===== src/rtl/usb_link_state.sv =====
// USB device link-state tracker: bus reset, suspend, host resume and remote wakeup.
// Every output is registered; tx_en is cleared asynchronously by rst_n.
module usb_link_state #(
   parameter int unsigned SUSPEND_CYC  = 144000,
   parameter int unsigned RESET_CYC    = 480000,
   parameter int unsigned RESUME_CYC   = 480000,
   parameter int unsigned WAKE_DLY_CYC = 240000,
   parameter int unsigned CNT_W        = $clog2(
      (((SUSPEND_CYC > RESET_CYC) ? SUSPEND_CYC : RESET_CYC) >
       ((RESUME_CYC > WAKE_DLY_CYC) ? RESUME_CYC : WAKE_DLY_CYC)) ?
       ((SUSPEND_CYC > RESET_CYC) ? SUSPEND_CYC : RESET_CYC) :
       ((RESUME_CYC > WAKE_DLY_CYC) ? RESUME_CYC : WAKE_DLY_CYC)) + 1
) (
   input  logic       clk,
   input  logic       rst_n,
   input  logic       rx_dp,
   input  logic       rx_dn,
   input  logic       rx_activity,
   input  logic       wake_ena,
   input  logic       wake_req,
   output logic [2:0] state,
   output logic       usb_rst,
   output logic       suspend,
   output logic       tx_dp,
   output logic       tx_dn,
   output logic       tx_en,
   output logic       evt_reset,
   output logic       evt_suspend,
   output logic       evt_resume,
   output logic       evt_wake_rej
);

   typedef enum logic [2:0] {
      ST_RESET    = 3'd0,
      ST_ACTIVE   = 3'd1,
      ST_SUSPEND  = 3'd2,
      ST_RES_HOST = 3'd3,
      ST_RES_DRV  = 3'd4
   } state_t;

   localparam logic [CNT_W-1:0] L_RST_HIT   = CNT_W'(RESET_CYC);
   localparam logic [CNT_W-1:0] L_RST_SAT   = CNT_W'(RESET_CYC + 1);
   localparam logic [CNT_W-1:0] L_IDLE_LAST = CNT_W'(SUSPEND_CYC - 1);
   localparam logic [CNT_W-1:0] L_WAKE_MIN  = CNT_W'(WAKE_DLY_CYC);
   localparam logic [CNT_W-1:0] L_DRV_LAST  = CNT_W'(RESUME_CYC - 1);
   localparam logic [CNT_W-1:0] L_ONE       = CNT_W'(1);

   state_t           r_state;
   state_t           w_state_nxt;
   logic [CNT_W-1:0] r_rst_cnt;
   logic [CNT_W-1:0] w_rst_cnt_nxt;
   logic [CNT_W-1:0] r_idle_cnt;
   logic [CNT_W-1:0] w_idle_cnt_nxt;
   logic             w_se0;
   logic             w_j;
   logic             w_k;
   logic             w_idle;
   logic             w_rst_hit;
   logic             w_wake_ok;
   logic             w_evt_reset;
   logic             w_evt_suspend;
   logic             w_evt_resume;
   logic             r_usb_rst;
   logic             r_suspend;
   logic             r_tx_en;
   logic             r_tx_dp;
   logic             r_tx_dn;
   logic             r_evt_reset;
   logic             r_evt_suspend;
   logic             r_evt_resume;
   logic             r_evt_wake_rej;

   assign w_se0  = ~rx_dp & ~rx_dn;
   assign w_j    =  rx_dp & ~rx_dn;
   assign w_k    = ~rx_dp &  rx_dn;
   assign w_idle = w_j & ~rx_activity;

   // Counter saturates one past the threshold so the hit fires only once per SE0 run
   assign w_rst_hit = (r_state != ST_RES_DRV) && (r_rst_cnt == L_RST_HIT);

   assign w_wake_ok = wake_req && wake_ena && (r_state == ST_SUSPEND) &&
                      (r_idle_cnt >= L_WAKE_MIN) && !w_k && !w_rst_hit;

   always_comb begin
      w_rst_cnt_nxt = '0;
      if (r_state != ST_RES_DRV && w_se0) begin
         w_rst_cnt_nxt = (r_rst_cnt == L_RST_SAT) ? r_rst_cnt : r_rst_cnt + L_ONE;
      end
   end

   always_ff @(posedge clk or negedge rst_n) begin
      if (!rst_n) begin
         r_state <= ST_RESET;
      end else begin
         r_state <= w_state_nxt;
      end
   end

   // The idle counter doubles as suspended-time and resume-drive timer
   always_comb begin
      w_state_nxt    = r_state;
      w_idle_cnt_nxt = r_idle_cnt;
      w_evt_reset    = 1'b0;
      w_evt_suspend  = 1'b0;
      w_evt_resume   = 1'b0;
      if (w_rst_hit) begin
         w_state_nxt    = ST_RESET;
         w_idle_cnt_nxt = '0;
         w_evt_reset    = 1'b1;
      end else begin
         case (r_state)
            ST_RESET: begin
               w_idle_cnt_nxt = '0;
               if (!w_se0) w_state_nxt = ST_ACTIVE;
            end
            ST_ACTIVE: begin
               if (!w_idle) begin
                  w_idle_cnt_nxt = '0;
               end else if (r_idle_cnt == L_IDLE_LAST) begin
                  w_state_nxt    = ST_SUSPEND;
                  w_idle_cnt_nxt = '0;
                  w_evt_suspend  = 1'b1;
               end else begin
                  w_idle_cnt_nxt = r_idle_cnt + L_ONE;
               end
            end
            ST_SUSPEND: begin
               if (r_idle_cnt != '1) w_idle_cnt_nxt = r_idle_cnt + L_ONE;
               if (w_k) begin
                  w_state_nxt = ST_RES_HOST;
               end else if (w_wake_ok) begin
                  w_state_nxt    = ST_RES_DRV;
                  w_idle_cnt_nxt = '0;
               end
            end
            ST_RES_DRV: begin
               if (r_idle_cnt == L_DRV_LAST) begin
                  w_state_nxt    = ST_RES_HOST;
                  w_idle_cnt_nxt = '0;
               end else begin
                  w_idle_cnt_nxt = r_idle_cnt + L_ONE;
               end
            end
            ST_RES_HOST: begin
               if (!w_k) begin
                  w_state_nxt    = ST_ACTIVE;
                  w_idle_cnt_nxt = '0;
                  w_evt_resume   = 1'b1;
               end
            end
            default: begin
               w_state_nxt    = ST_RESET;
               w_idle_cnt_nxt = '0;
            end
         endcase
      end
   end

   always_ff @(posedge clk or negedge rst_n) begin
      if (!rst_n) begin
         r_rst_cnt      <= '0;
         r_idle_cnt     <= '0;
         r_usb_rst      <= 1'b1;
         r_suspend      <= 1'b0;
         r_tx_en        <= 1'b0;
         r_tx_dp        <= 1'b0;
         r_tx_dn        <= 1'b0;
         r_evt_reset    <= 1'b0;
         r_evt_suspend  <= 1'b0;
         r_evt_resume   <= 1'b0;
         r_evt_wake_rej <= 1'b0;
      end else begin
         r_rst_cnt      <= w_rst_cnt_nxt;
         r_idle_cnt     <= w_idle_cnt_nxt;
         r_usb_rst      <= (w_state_nxt == ST_RESET);
         r_suspend      <= (w_state_nxt == ST_SUSPEND) || (w_state_nxt == ST_RES_HOST) ||
                           (w_state_nxt == ST_RES_DRV);
         r_tx_en        <= (w_state_nxt == ST_RES_DRV);
         r_tx_dp        <= 1'b0;
         r_tx_dn        <= (w_state_nxt == ST_RES_DRV);
         r_evt_reset    <= w_evt_reset;
         r_evt_suspend  <= w_evt_suspend;
         r_evt_resume   <= w_evt_resume;
         r_evt_wake_rej <= wake_req & ~w_wake_ok;
      end
   end

   assign state        = r_state;
   assign usb_rst      = r_usb_rst;
   assign suspend      = r_suspend;
   assign tx_en        = r_tx_en;
   assign tx_dp        = r_tx_dp;
   assign tx_dn        = r_tx_dn;
   assign evt_reset    = r_evt_reset;
   assign evt_suspend  = r_evt_suspend;
   assign evt_resume   = r_evt_resume;
   assign evt_wake_rej = r_evt_wake_rej;

endmodule


===== config.mk =====
export PLATFORM = sky130hd
export DESIGN_NAME = usb_link_state
export DESIGN_NICKNAME = d
export VERILOG_FILES = /design/src/rtl/usb_link_state.sv
export SDC_FILE = /design/constraint.sdc
export NUM_CORES = 1
export LEC_CHECK = 0
export ABC_AREA = 0
export CORE_MARGIN = 2
export CORE_UTILIZATION = 59
export CTS_CLUSTER_DIAMETER = 200
export CTS_CLUSTER_SIZE = 40
export DETAILED_ROUTE_END_ITERATION = 7
export PLACE_DENSITY = 0.82
export SYNTH_ARGS = -nofsm -noshare
export SYNTH_HDL_FRONTEND = slang
export SYNTH_SLANG_ARGS = --single-unit

===== constraint.sdc =====
create_clock -name clk -period 2.4 [get_ports clk]
set_input_delay 0.36 -clock clk [delete_from_list [all_inputs] [get_ports clk]]
set_output_delay 0.36 -clock clk [all_outputs]
set_load 0.01 [all_outputs]

==> impl_metrics.tcl <==
set metrics [dict create \
    syn_nets 330 \
    postSynth.asyncResetShare_pct 100 \
    final_cells 420 \
    path_clk_slew_ps 90 \
    drt_pass1_iterations 5 \
    first_global_vias 2411 \
    ioPinCount 19 \
    globalRouteOverflowTotal 0 \
    endpoint_kind "flop" \
    drt-initial-drc-count 263 \
    synth-edff-count 0 \
    clock-sinks 50 \
    initial_core_util_pct 60.3 \
    cts_buffers 5 \
    port-buffer-count 17 \
    syn_to_final_growth_pct 20.7 \
    synth_area_leader_cell "dfrtp_1" \
    antenna_found_initial 0 \
    core_um2 4660 \
    cp_max_fo 7 \
    yosysSeqAreaShare_pct 44.5 \
    drive_gt1_share_pct 16.9 \
    layout_commonest_cell "dfrtp_1" \
    drc 0 \
    diodes 0 \
    pwr_density_cell_nw_per_um2 438 \
    worstSetupPathType "reg -> reg" \
    clk_latency_ps 310 \
    fp.dieH_um 73.0 \
    slew_viol_final 0 \
    cts_root_buf "clkbuf_8" \
    via_per_inst 6.00 \
    routed_wl_mm 6.46 \
    gp_congestion 0.887 \
    clockBufferDepth 2 \
    crit_required_ps 2610 \
    num_rows 25 \
    post-route-period-util_pct 96.9 \
    grtUsageTotal_pct 26.3 \
    avgSynthCellArea_um2 8.84 \
    slew_headroom_pct 57.4 \
    ant_nets 0 \
    dp.cells 407 \
    finalCoreUtilization_pct 72.8 \
    synth.distinct_cells 55 \
    cts_max_level 2 \
    dpl_cell_area_um2 3190 \
    fin_hold_ws_ps 479 \
    hpwl_mm 4.55 \
    hp-class "in -> async" \
    worst_pin_slew_ps 638 \
    reg2reg_depth 8 \
    grt_pass1_wl_mm 10.9 \
    ys_ff_latch 50 \
    design_area_um2 3390 \
    crit_path_start_kind "flop" \
    final_cell_mix "dfrtp_1, nor2_1, nand2_1" \
    finalHoldViolations 0 \
    worstPathArrival_ps 2530 \
    ys_top_cells_by_area "dfrtp_1, nor2_1, nand2_1, xor2_1, nand3_1" \
    power_leakage_nw 1.45 \
    wl_per_cell_um 15.4 \
    setup_tns_ps 0 \
    synth_top_cell_area_share_pct 43.6 \
    finalSetupViolCount 0 \
    yosys_warnings 0 \
    status "complete, no violations" \
    vias 2518 \
    fin_nets 377 \
    syn_inst 318 \
    min_period_ps 2330 \
    die-area_um2 5330 \
    fmax_mhz 430 \
    grt_start_max_net_pins 36 \
    drv_cap 0 \
    synth_area_um2 2810 \
    clock_skew_ps 9.63 \
    die-width_um 73.0 \
    cts_tree "yes" \
    ir_worst_vdd_uv 327 \
    synthFlopType "dfrtp_1" \
]
stage by stage:
step	setup slack (ps)	power [mW]
finish	74.7	1.49
detailed placement	43.4	0.935
global route	-14.1	1.53
global placement	89.4	0.934
floorplan	216	0.898
CTS	4.63	1.49
cell usage after synthesis (4+ instances only):
library cell / number
nor2_1: 41
a21o_1: 4
a21oi_1: 15
o21ai_1: 5
or3_1: 4
nor2b_1: 4
and3_1: 6
nand4_1: 13
nor4_1: 4
ha_1: 5
o21ai_0: 9
xnor2_1: 6
dfrtp_1: 49
xor2_1: 14
a31oi_1: 10
nand3_1: 18
nor3_1: 8
nand2_1: 40
inv_1: 11
worst max-delay path: stages (launching register included):
cell and delay (ps):
dfrtp_1 440, or3_1 450, nor4_2 280, nand3_1 180, a21boi_2 240, a21oi_2 90, buf_4 170, a21o_1 150
a22o_1 220
per-layer routing:
layer	vias to the layer above	wire, µm	track usage (%)	share of wire [%]
li1	1217	-	-	-
met1	1191	2700	32.9	42
met2	102	3370	46.7	52
met3	8	311	4.14	4.8
met4	0	88	7.41	1.4
met5	-	0	0	0
final cells by class:
cell class / count / area [µm²]
Tap cell: 54 / 67.6
Inverter: 11 / 41.3
Fill cell: 342 / 1270
Clock buffer: 8 / 110
Sequential cell: 50 / 1250
Timing Repair Buffer: 50 / 415
Multi-Input combinational cell: 247 / 1510
flip-flops by register name, indices dropped and copies added (netlist names):
register,cells
evt_wake_rej,1
evt_resume,1
evt_suspend,1
r_rst_cnt,20
tx_dn,1
state,3
usb_rst,1
r_idle_cnt,20
suspend,1
evt_reset,1
report_power, final:
part	internal (mW)	total (mW)	switching (mW)
clock network	0.291	0.567	0.276
registers	0.845	0.848	0.00331
logic	0.0275	0.0726	0.0451
total	1.16	1.49	0.324
path summary, 6_finish.rpt:
| kind | start | endpoint | slack, ps |
|---|---|---|---|
| worst max register to register | r_idle_cnt[14] | r_idle_cnt[17] | 70 |
| worst min register to register | r_idle_cnt[4] | r_idle_cnt[4] | 560 |
| worst max-delay path | r_idle_cnt[14] | r_idle_cnt[17] | 70 |
| max in group asynchronous | rst_n | r_rst_cnt[10] | 1160 |
| min in group clk | r_idle_cnt[4] | r_idle_cnt[4] | 560 |
| worst min-delay path | rst_n | evt_reset | 480 |
logic make-up (layout without fill, tap and decap cells):
group                      after synthesis  count (layout)  synth area share, %
AOI/OAI and AO/OA                       63              63                 14.6
xor gates and xnor gates                20              20                 6.23
adders and majority gates                5               5                 2.23
buffers and inverters                   21              69                 3.74
DFF                                     50              50                 44.5
muxes                                    2               2                0.757
other                                    1               1                0.133
and+or+nand+nor                        156             156                 27.8
what timing repair did:
item / 4_1_cts / 5_1_grt
endpoints found under the setup margin: 0 / 18
endpoints found under the hold margin: 14 / 0
hold buffers: 1 / 0
buffers inserted: 0 / 4
resized for setup: 0 / 8
(Power assumes the default switching activity.)
